<file path="src/rtl/vga_pkg.sv">
// rtl/vga_pkg.sv - shared 640x480@60 VGA timing constants and helpers
//
// Purpose: timing localparams used as defaults by vga_sync_gen, plus the
// screen limits and refresh line consumed by the pixel generation stage.
// Ports: none (package).

package vga_pkg;

  localparam int H_DISPLAY = 640;
  localparam int H_FRONT   = 16;
  localparam int H_SYNC    = 96;
  localparam int H_BACK    = 48;
  localparam int V_DISPLAY = 480;
  localparam int V_FRONT   = 10;
  localparam int V_SYNC    = 2;
  localparam int V_BACK    = 33;

  localparam int H_TOTAL   = H_DISPLAY + H_FRONT + H_SYNC + H_BACK;
  localparam int V_TOTAL   = V_DISPLAY + V_FRONT + V_SYNC + V_BACK;

  localparam int MAX_X     = 640;
  localparam int MAX_Y     = 480;
  localparam int REFR_LINE = 481;

  localparam int CNT_W     = 10;

  typedef logic [CNT_W-1:0] coord_t;

  // Inclusive window test used for the sync pulses.
  function automatic logic in_window(input coord_t v, input int lo, input int hi);
    return (int'(v) >= lo) && (int'(v) <= hi);
  endfunction

endpackage

</file>
<file path="src/rtl/vga_pixel_div.sv">
// rtl/vga_pixel_div.sv - clk-to-pixel-rate divider producing a one-clk tick
//
// Purpose: counts 0..CLK_DIV-1 and asserts p_tick on the last count.
// Ports:
//   clk     in   system clock
//   rst     in   synchronous, active-high reset
//   p_tick  out  one-clk pulse per pixel period (constant 1 when CLK_DIV=1)

module vga_pixel_div #(
  parameter int CLK_DIV = 2
) (
  input  logic clk,
  input  logic rst,
  output logic p_tick
);

  localparam int DIV_W = (CLK_DIV > 1) ? $clog2(CLK_DIV) : 1;
  localparam logic [DIV_W-1:0] DIV_LAST = DIV_W'(CLK_DIV - 1);

  if (CLK_DIV < 1) begin : g_bad_div
    $error("vga_pixel_div: CLK_DIV must be >= 1");
  end

  logic [DIV_W-1:0] r_div_cnt;

  always_ff @(posedge clk) begin
    if (rst) begin
      r_div_cnt <= '0;
    end else if (r_div_cnt == DIV_LAST) begin
      r_div_cnt <= '0;
    end else begin
      r_div_cnt <= r_div_cnt + 1'b1;
    end
  end

  assign p_tick = (r_div_cnt == DIV_LAST);

endmodule

</file>
<file path="src/rtl/vga_sync_gen.sv">
// rtl/vga_sync_gen.sv - VGA horizontal/vertical timing generator
//
// Purpose: pixel counters, active-low hsync/vsync, video_on and frame_end
// for the pixel generation stage and the VGA pins.
// Optional feature: define VGA_SYNC_FRAME_CNT_EN to get a wrapping 8-bit
// frame counter on frame_cnt; otherwise frame_cnt is tied to zero.
// Ports:
//   clk        in   system clock
//   rst        in   synchronous, active-high reset
//   p_tick     out  one-clk pulse per pixel period
//   pixel_x    out  horizontal count, 0..H_TOTAL-1
//   pixel_y    out  vertical count, 0..V_TOTAL-1
//   video_on   out  high inside the visible area
//   hsync      out  active-low horizontal sync
//   vsync      out  active-low vertical sync
//   frame_end  out  one-clk pulse on the last pixel tick of a frame
//   frame_cnt  out  frame counter (zero unless VGA_SYNC_FRAME_CNT_EN)

module vga_sync_gen
  import vga_pkg::*;
#(
  parameter int CLK_DIV   = 2,
  parameter int H_DISPLAY = vga_pkg::H_DISPLAY,
  parameter int H_FRONT   = vga_pkg::H_FRONT,
  parameter int H_SYNC    = vga_pkg::H_SYNC,
  parameter int H_BACK    = vga_pkg::H_BACK,
  parameter int V_DISPLAY = vga_pkg::V_DISPLAY,
  parameter int V_FRONT   = vga_pkg::V_FRONT,
  parameter int V_SYNC    = vga_pkg::V_SYNC,
  parameter int V_BACK    = vga_pkg::V_BACK
) (
  input  logic       clk,
  input  logic       rst,
  output logic       p_tick,
  output logic [9:0] pixel_x,
  output logic [9:0] pixel_y,
  output logic       video_on,
  output logic       hsync,
  output logic       vsync,
  output logic       frame_end,
  output logic [7:0] frame_cnt
);

  localparam int H_TOT    = H_DISPLAY + H_FRONT + H_SYNC + H_BACK;
  localparam int V_TOT    = V_DISPLAY + V_FRONT + V_SYNC + V_BACK;
  localparam int HS_START = H_DISPLAY + H_FRONT;
  localparam int HS_END   = HS_START + H_SYNC - 1;
  localparam int VS_START = V_DISPLAY + V_FRONT;
  localparam int VS_END   = VS_START + V_SYNC - 1;
  localparam coord_t H_LAST = coord_t'(H_TOT - 1);
  localparam coord_t V_LAST = coord_t'(V_TOT - 1);

  if (H_TOT > 1024 || V_TOT > 1024) begin : g_bad_total
    $error("vga_sync_gen: H_TOTAL and V_TOTAL must fit in 10-bit counters");
  end

  logic   w_p_tick;
  coord_t r_h_cnt;
  coord_t r_v_cnt;
  coord_t w_h_next;
  coord_t w_v_next;
  logic   w_h_wrap;
  logic   r_hsync;
  logic   r_vsync;

  vga_pixel_div #(
    .CLK_DIV (CLK_DIV)
  ) u_div (
    .clk    (clk),
    .rst    (rst),
    .p_tick (w_p_tick)
  );

  assign w_h_wrap = (r_h_cnt == H_LAST);

  always_comb begin
    w_h_next = w_h_wrap ? '0 : r_h_cnt + 1'b1;
    w_v_next = r_v_cnt;
    if (w_h_wrap) begin
      w_v_next = (r_v_cnt == V_LAST) ? '0 : r_v_cnt + 1'b1;
    end
  end

  // Sync registers are computed from the next counter values so that they
  // change on the same clk as pixel_x/pixel_y.
  always_ff @(posedge clk) begin
    if (rst) begin
      r_h_cnt <= '0;
      r_v_cnt <= '0;
      r_hsync <= 1'b1;
      r_vsync <= 1'b1;
    end else if (w_p_tick) begin
      r_h_cnt <= w_h_next;
      r_v_cnt <= w_v_next;
      r_hsync <= ~in_window(w_h_next, HS_START, HS_END);
      r_vsync <= ~in_window(w_v_next, VS_START, VS_END);
    end
  end

  assign p_tick    = w_p_tick;
  assign pixel_x   = r_h_cnt;
  assign pixel_y   = r_v_cnt;
  assign hsync     = r_hsync;
  assign vsync     = r_vsync;
  assign video_on  = (int'(r_h_cnt) < H_DISPLAY) && (int'(r_v_cnt) < V_DISPLAY);
  // Gated by rst so a reset landing on the last pixel never reports a frame.
  assign frame_end = ~rst & w_p_tick & w_h_wrap & (r_v_cnt == V_LAST);

`ifdef VGA_SYNC_FRAME_CNT_EN
  logic [7:0] r_frame_cnt;

  always_ff @(posedge clk) begin
    if (rst) begin
      r_frame_cnt <= '0;
    end else if (frame_end) begin
      r_frame_cnt <= r_frame_cnt + 8'd1;
    end
  end

  assign frame_cnt = r_frame_cnt;
`else
  assign frame_cnt = 8'd0;
`endif

endmodule

</file>
<file path="config.mk">
export PLATFORM = sky130hd
export DESIGN_NAME = vga_sync_gen
export DESIGN_NICKNAME = d
export VERILOG_FILES = /design/src/rtl/vga_pkg.sv /design/src/rtl/vga_pixel_div.sv /design/src/rtl/vga_sync_gen.sv
export SDC_FILE = /design/constraint.sdc
export NUM_CORES = 1
export LEC_CHECK = 0
export ABC_AREA = 0
export BUFFER_PORTS_ARGS = -buffer_cell sky130_fd_sc_hd__buf_2
export CAP_MARGIN = 10
export CORE_MARGIN = 2
export CORE_UTILIZATION = 30
export CTS_CLUSTER_SIZE = 12
export DETAILED_ROUTE_END_ITERATION = 12
export SLEW_MARGIN = 10
export SYNTH_ARGS = -nofsm -noshare
export SYNTH_HDL_FRONTEND = slang
export SYNTH_HIERARCHICAL = 1
export SYNTH_SLANG_ARGS = --single-unit
</file>
<file path="constraint.sdc">
create_clock -name clk -period 2.1 [get_ports clk]
set_input_delay 0.105 -clock clk [delete_from_list [all_inputs] [get_ports clk]]
set_output_delay 0.105 -clock clk [all_outputs]
set_load 0.1 [all_outputs]
</file>
==> run summary, run 1 <==
Status = complete, no violations
I/O Buffers = 26
Compound-Gate Fraction of Synth Area = 15.2%
Pins Over Slew Limit = 0
FMAX = 0.501 GHz
Worst EP arrival = 1890 ps
CTS tree = yes
DPL Wire Length = 2590 um
Hold Buf Count CTS = 0
Root buffer cell = clkbuf_8
Drt first pass iters = 4
Number of synthesized flops with an enable pin = 0
Multiplexer area fraction after synthesis = 0.654%
Worst setup path category = flip-flop to output port
Commonest cells after routing, fill and taps aside = nor2_1, buf_2, a21oi_1, nand2_1
Routed Wire Length = 3640 um
Tmin final = 2000 ps
PwrDens = 465 nW/um2
Reg clk slew, reported paths = 90 ps
Critical path endpoint category = output port
Largest net degree at the start of global routing = 26
Simple-Gate Fraction of Synth Area = 33.9%
Crit-path max FO = 11
Layout cells sized above 1 = 32.0%
CTS Buffer Depth = 2
Final Power = 866 uW
Total global routing overflow = 0
CP Data Required Time = 2000 ps
Worst hold path type = primary input to flip-flop
Dpl cells = 283
Top FF cell, synth = dfxtp_1
Commonest non-fill, non-tap cell in the layout = nor2_1
Final instance area = 1860 um2
Synth Area in Adders = 3.27%
Fill cell count = 531
Placed instance area = 1740 um2
Met3 Usage GRT = 1.59%
Final setup fails = 0
Final Cycle Share = 95.1%
Clock latency on the worst-skew pair = 270 ps
Via count = 1466
Antenna cells = 0
FF+latch count, synth = 23
Die H = 75.4 um
FF-to-FF setup slack = 180 ps
FP Rows = 25
Startpoint types = flip-flop
Util after Layout = 38.6%
Nets@finish = 235
Starting Density = 31.8%
Syn_area_per_cell = 7.65 um2
DIE AREA = 5690 um2
Post-synthesis xor/xnor area fraction = 6.30%
Seq/Total Area, Yosys = 30.1%
Final Hold Vio Count = 0
Async SR Flop Fraction = 0%
Routed WL per cell = 12.3 um
Multi-input logic area = 971 um2
Non-filler cells, final = 295
Met2 Use GR = 21.8%
Max_cap viols = 0
GRT Util Overall = 13.8%
Layout area overhead = 21.6%
CTS H-tree lvls = 1
Peak VDD IR = 0.000219 V
Vias in the first global route = 1307
Ys Warns = 6
Grt met1 use = 19.5%
Mapped cell area = 1530 um2
Setup Skew = 4.47 ps
Final WS setup = 103 ps
DRC viols = 0
Register area = 495 um2
Cell count after synthesis = 200
Via-to-Cell Ratio = 4.97
Top Usage Layer GRT = met2
Detailed Route Iter0 Violations = 76
Core Box Area = 4820 um2
Hold Slack = 284 ps
CTS Buf Count = 3
Antenna Violating Nets Remaining = 0
Max-slew headroom = 63.5%
CTS sink count = 23
Place WS = 201 ps
RSZ-0062 raised after global routing = false
Worst Tran Pin Value = 542 ps
Die width = 75.4 um
Final setup TNS = 0 ps
GPL Wtd Cong = 0.865
Leak pwr = 0.723 nW
Antenna violations before repair = 0
First-pass GRT wire length = 6110 um
I/O pin cnt = 35
Main combinational cell family by area after synthesis = simple AND/OR/NAND/NOR gates
Synth cell types = 45
## critical path, stage by stage, from the launching register on
cell     delay [ps]
dfxtp_4         380
ha_1            180
and4_1          220
and3_4          250
nand2_4         140
nor3_4          250
buf_12          200
## registers in the layout, indices dropped and copies added (netlist names)
register,cells
vsync,1
u_div/p_tick,1
hsync,1
pixel_x,10
pixel_y,10
## final cells by class
| cell class | count | share of cell area (%) |
|---|---|---|
| inverter | 6 | 1.21 |
| sequential | 23 | 26.6 |
| clock buffer | 4 | 2.42 |
| timing repair buffer | 39 | 13.0 |
| tap | 67 | 4.51 |
| multi-input combinational | 156 | 52.2 |
## routing by layer
metal / vias up / share of wire, %
met5: - / 0
met4: 0 / 1.5
li1: 741 / -
met2: 39 / 43
met1: 682 / 50
met3: 4 / 5.2
## cells by family (layout without fill, tap and decap cells)
family / after synthesis / count (layout)
and+or+nand+nor: 95 / 95
xor gates and xnor gates: 11 / 11
DFF: 23 / 23
AOI/OAI and AO/OA: 37 / 37
muxes: 1 / 1
other: 1 / 8
adders and majority gates: 4 / 4
buffers and inverters: 28 / 49
## worst paths after layout
kind,from,endpoint,depth (start not counted)
hold reg to reg,pixel_y[9],pixel_y[9],1
setup / recovery,pixel_x[0],frame_end,6
hold / removal,rst,pixel_x[2],2
setup reg to reg,pixel_x[0],pixel_y[2],9
## repair_timing
item                       CTS  global route
buffers inserted             0             8
resized for setup            1             3
pin swaps                    0             3
setup endpoints to repair    1             2
## cell usage after synthesis, drive strengths merged (3+ instances only)
cell type,instances,share of area [%]
o21ai,7,2.3
clkbuf,8,2.0
and2,3,1.2
nor3,14,5.3
nand3,6,2.0
and4,3,1.7
xnor2,8,4.6
xor2,3,1.7
nand4,5,2.0
and3,4,2.0
nor3b,3,1.5
nor2,32,8.3
nand2,15,3.8
buf,14,6.9
inv,6,1.5
a21oi,15,5.2
ha,4,3.3
a31oi,4,1.6
nor4,3,1.6
dfxtp,23,30
## where the power goes
group / internal, mW / switching (mW)
Sequential: 0.436 / 0.0103
Clock: 0.136 / 0.154
Combinational: 0.0119 / 0.118
(Power assumes the default switching activity.)
==> inputs of run 2 (changes only) <==
--- a/config.mk
+++ b/config.mk
@@ -12,6 +12,7 @@
 export CORE_UTILIZATION = 30
 export CTS_CLUSTER_SIZE = 12
 export DETAILED_ROUTE_END_ITERATION = 12
+export RECOVER_POWER = 100
 export SLEW_MARGIN = 10
 export SYNTH_ARGS = -nofsm -noshare
 export SYNTH_HDL_FRONTEND = slang
==> constraint.sdc (replaced) <==
create_clock -name clk -period 2.5 [get_ports clk]
set_input_delay 0.125 -clock clk [delete_from_list [all_inputs] [get_ports clk]]
set_output_delay 0.125 -clock clk [all_outputs]
set_load 0.1 [all_outputs]
==> run summary, run 2 (synthesis results as in run 1) <==
Layout cells sized above 1 = 7.87%
Antenna Violating Nets Remaining = 0
Core Box Area = 4820 um2
Max-slew headroom = 21.8%
Max_cap viols = 0
CTS Buf Count = 3
CP max stage delay = 380 ps
PwrDens = 438 nW/um2
Worst hold path type = primary input to flip-flop
DPL Wire Length = 2540 um
Final setup fails = 0
FF-to-FF setup slack = 390 ps
Reg-to-reg endpoint = pixel_y[8]
Antenna violations before repair = 0
CTS tree = yes
Layout area overhead = 8.75%
Reg2Reg Launch Point = pixel_x[0]
Final instance area = 1660 um2
CTS sink count = 23
DRC viols = 0
Critical path endpoint category = output port
Vias in the first global route = 1179
First-pass GRT wire length = 5690 um
Worst EP arrival = 2210 ps
Final setup TNS = 0 ps
Drt first pass iters = 4
Via count = 1388
Detailed Route Iter0 Violations = 130
Commonest non-fill, non-tap cell in the layout = nor2_1
Via-to-Cell Ratio = 4.90
Leak pwr = 0.516 nW
Path depth of the worst reg2reg path = 7
Commonest cells after routing, fill and taps aside = nor2_1, clkbuf_1, dfxtp_1
FP Rows = 25
Status = complete, no violations
Hold depth = 2
Clock latency on the worst-skew pair = 270 ps
Final Power = 730 uW
Startpoint types = flip-flop
Hold path endpoint = pixel_x[3]
CP Data Required Time = 2380 ps
Peak VDD IR = 0.000178 V
Final Hold Vio Count = 0
Setup Skew = 4.50 ps
Root buffer cell = clkbuf_8
Hold Buf Count CTS = 0
RSZ-0062 raised after global routing = false
I/O Buffers = 26
Slowest-stage cell, CP = dfxtp_2
GRT Util Overall = 13.1%
Reg clk slew, reported paths = 90 ps
Crit-path max FO = 14
Crit-path cells = ha_1, and4_1, and3_4, nand2_2, nor3_2, buf_12
Min-delay src = rst
Largest net degree at the start of global routing = 26
Placed instance area = 1680 um2
Final WS setup = 163 ps
Die width = 75.4 um
Tmin final = 2340 ps
Final Cycle Share = 93.5%
Place WS = 400 ps
Util after Layout = 34.5%
CTS Buffer Depth = 2
I/O pin cnt = 35
Nets@finish = 223
GPL Wtd Cong = 0.808
CTS H-tree lvls = 1
Total global routing overflow = 0
Postcts setup bufs = 0
Routed Wire Length = 3520 um
Post_cts resized = 0
Pins Over Slew Limit = 0
Worst Tran Pin Value = 1180 ps
DIE AREA = 5690 um2
FMAX = 0.428 GHz
Die H = 75.4 um
Worst setup path category = flip-flop to output port
Routed WL per cell = 12.5 um
Antenna cells = 0
Starting Density = 31.8%
run 2: cell count changes in the layout (fill, tap and decap cells not counted), moves of 2 or more:
cell,previous run,this run
buf_2,25,1
clkbuf_1,1,25
dfxtp_1,5,21
buf_4,13,0
dfxtp_2,13,2
dfxtp_4,5,0
nor3_4,3,0
nor2_1,30,32
nor3_2,0,2
run 2: critical path: cells and delay by family, from the launching register on:
kind	cells	cell delay, ps
DFF	1	380
and+or+nand+nor	4	1150
adders and majority gates	1	190
buffers and inverters	1	210
run 2: cell type report:
cell class | instances | area (um2)
fillers | 539 | 3150
multi-input cells | 156 | 930
flip-flops and latches | 23 | 463
repair buffers | 27 | 120
well taps | 67 | 83.8
clock buffers | 4 | 45.0
inverters | 6 | 22.5
run 2: how the worst max path moves through the flow:
stage / startpoint / end / cells past startpoint
finish: pixel_x[0] / frame_end / 6
global route: pixel_x[0] / frame_end / 6
CTS: pixel_x[0] / frame_end / 6
detailed placement: pixel_x[0] / pixel_y[9] / 7
global placement: pixel_x[0] / pixel_y[9] / 7
floorplan: pixel_y[2] / frame_end / 5
run 2: per-layer routing:
| metal | share of wire, % | global-route usage, % | vias up |
|---|---|---|---|
| met2 | 46 | 20.1 | 35 |
| met1 | 48 | 17.6 | 630 |
| met5 | 0 | 0 | - |
| met3 | 4.1 | 1.85 | 4 |
| li1 | - | - | 719 |
| met4 | 2.2 | 7.02 | 0 |
run 2: power by group:
part / switching [mW] / internal, mW
Sequential: 0.00687 / 0.371
Clock: 0.131 / 0.114
Combinational: 0.0990 / 0.00778
Total: 0.237 / 0.493
run 2: stage by stage:
| step | hold slack, ps | cells |
|---|---|---|
| 6_report | 277 | 283 |
| 4_1_cts | 293 | 283 |
| 5_1_grt | 302 | 283 |
| 3_5_place_dp | 506 | 279 |
| 3_3_place_gp | 499 | 279 |
| 2_1_floorplan | 192 | 207 |
==> inputs of run 3 (changes only) <==
--- a/config.mk
+++ b/config.mk
@@ -9,9 +9,10 @@
 export BUFFER_PORTS_ARGS = -buffer_cell sky130_fd_sc_hd__buf_2
 export CAP_MARGIN = 10
 export CORE_MARGIN = 2
-export CORE_UTILIZATION = 30
+export CORE_UTILIZATION = 45
 export CTS_CLUSTER_SIZE = 12
 export DETAILED_ROUTE_END_ITERATION = 12
+export PLACE_DENSITY = 0.68
 export RECOVER_POWER = 100
 export SLEW_MARGIN = 10
 export SYNTH_ARGS = -nofsm -noshare
==> run summary, run 3 (synthesis results as in run 1) <==
CP Data Required Time = 2380 ps
GRT Util Overall = 17.9%
Place WS = 456 ps
Peak VDD IR = 0.000174 V
Slowest-stage cell, CP = dfxtp_2
Reg clk slew, reported paths = 140 ps
Layout cells sized above 1 = 9.26%
Detailed Route Iter0 Violations = 70
Vias in the first global route = 1164
Layout area overhead = 5.97%
First-pass GRT wire length = 5640 um
Routed Wire Length = 3290 um
Setup Skew = 10.1 ps
Nets@finish = 223
Crit-path max FO = 14
Final instance area = 1620 um2
GPL Wtd Cong = 0.854
I/O pin cnt = 35
Fill cell count = 361
Final Cycle Share = 92.0%
Via count = 1398
DRC viols = 0
Critical path endpoint category = output port
Worst hold path type = primary input to flip-flop
RSZ-0062 raised after global routing = false
Crit-path cells = ha_1, and4_2, and3_4, nand2_4, nor3_4, buf_4
Antenna cells = 0
Hold Buf Count CTS = 0
Final setup TNS = 0 ps
Register area = 463 um2
Commonest cells after routing, fill and taps aside = nor2_1, clkbuf_1, dfxtp_1
DIE AREA = 3880 um2
Antenna violations before repair = 0
Pins Over Slew Limit = 0
Multi-input logic area = 942 um2
CTS sink count = 23
Startpoint types = flip-flop
Worst setup path category = flip-flop to output port
Via-to-Cell Ratio = 5.34
Tmin final = 2300 ps
I/O Buffers = 26
Antenna Violating Nets Remaining = 0
Final Hold Vio Count = 0
DPL Wire Length = 2310 um
Worst Tran Pin Value = 1170 ps
PwrDens = 416 nW/um2
Placed instance area = 1650 um2
Leak pwr = 0.531 nW
Largest net degree at the start of global routing = 26
Final setup fails = 0
CP max stage delay = 400 ps
Commonest non-fill, non-tap cell in the layout = nor2_1
CTS tree = yes
Postcts setup bufs = 0
CTS Buffer Depth = 2
FMAX = 0.435 GHz
Max_cap viols = 0
Die H = 62.3 um
Core Box Area = 3310 um2
Root buffer cell = clkbuf_4
Die width = 62.3 um
Starting Density = 46.2%
FP Rows = 21
Util after Layout = 49.0%
Max-slew headroom = 22.5%
Final WS setup = 201 ps
CTS Buf Count = 3
Total global routing overflow = 0
Status = complete, no violations
Drt first pass iters = 4
CTS H-tree lvls = 1
Worst EP arrival = 2170 ps
Final Power = 675 uW
Clock latency on the worst-skew pair = 330 ps
Routed WL per cell = 12.5 um
==> run 3: final cells by class <==
type,instances,area share [%]
Sequential cell,23,28.5
Inverter,6,1.39
Timing Repair Buffer,27,6.71
Multi-Input combinational cell,156,58.1
Clock buffer,3,1.39
Clock inverter,1,0.309
Tap cell,46,3.55
==> run 3: worst paths after layout <==
check / from / endpoint / slack (ps) / cells past startpoint
hold reg to reg: pixel_x[1] / pixel_x[1] / 530 / 2
setup reg to reg: pixel_x[0] / pixel_y[3] / 490 / 7
hold / removal: rst / pixel_x[6] / 230 / 2
setup / recovery: pixel_x[0] / frame_end / 200 / 6
==> run 3: critical path, delay by kind of cell, from the launching register on <==
family	cells	cell delay, ps
and+or+nand+nor	4	930
DFF	1	400
buffers and inverters	1	300
adders and majority gates	1	190
==> run 3: where the power goes <==
part	switching (mW)	internal (mW)	total, mW
logic	0.101	0.00810	0.109
registers	0.00630	0.371	0.378
clock network	0.128	0.0602	0.188
==> run 3: metrics by stage <==
stage	hold WS (ps)	instances
finish	232	262
detailed placement	496	258
global placement	480	258
global route	238	262
CTS	234	262
floorplan	192	207
==> run 3: timing repair <==
action / CTS / global route
resized for setup: 0 / 2
setup endpoints to repair: 0 / 1
hold endpoints to repair: 0 / 0
==> run 3: metal layers <==
| metal | part of all wire (%) | vias up | global-route usage, % |
|---|---|---|---|
| met1 | 48 | 628 | 24.7 |
| met4 | 1.8 | 0 | 8.06 |
| met5 | 0 | - | 0 |
| li1 | - | 720 | - |
| met3 | 5.0 | 5 | 2.17 |
| met2 | 45 | 45 | 28.0 |
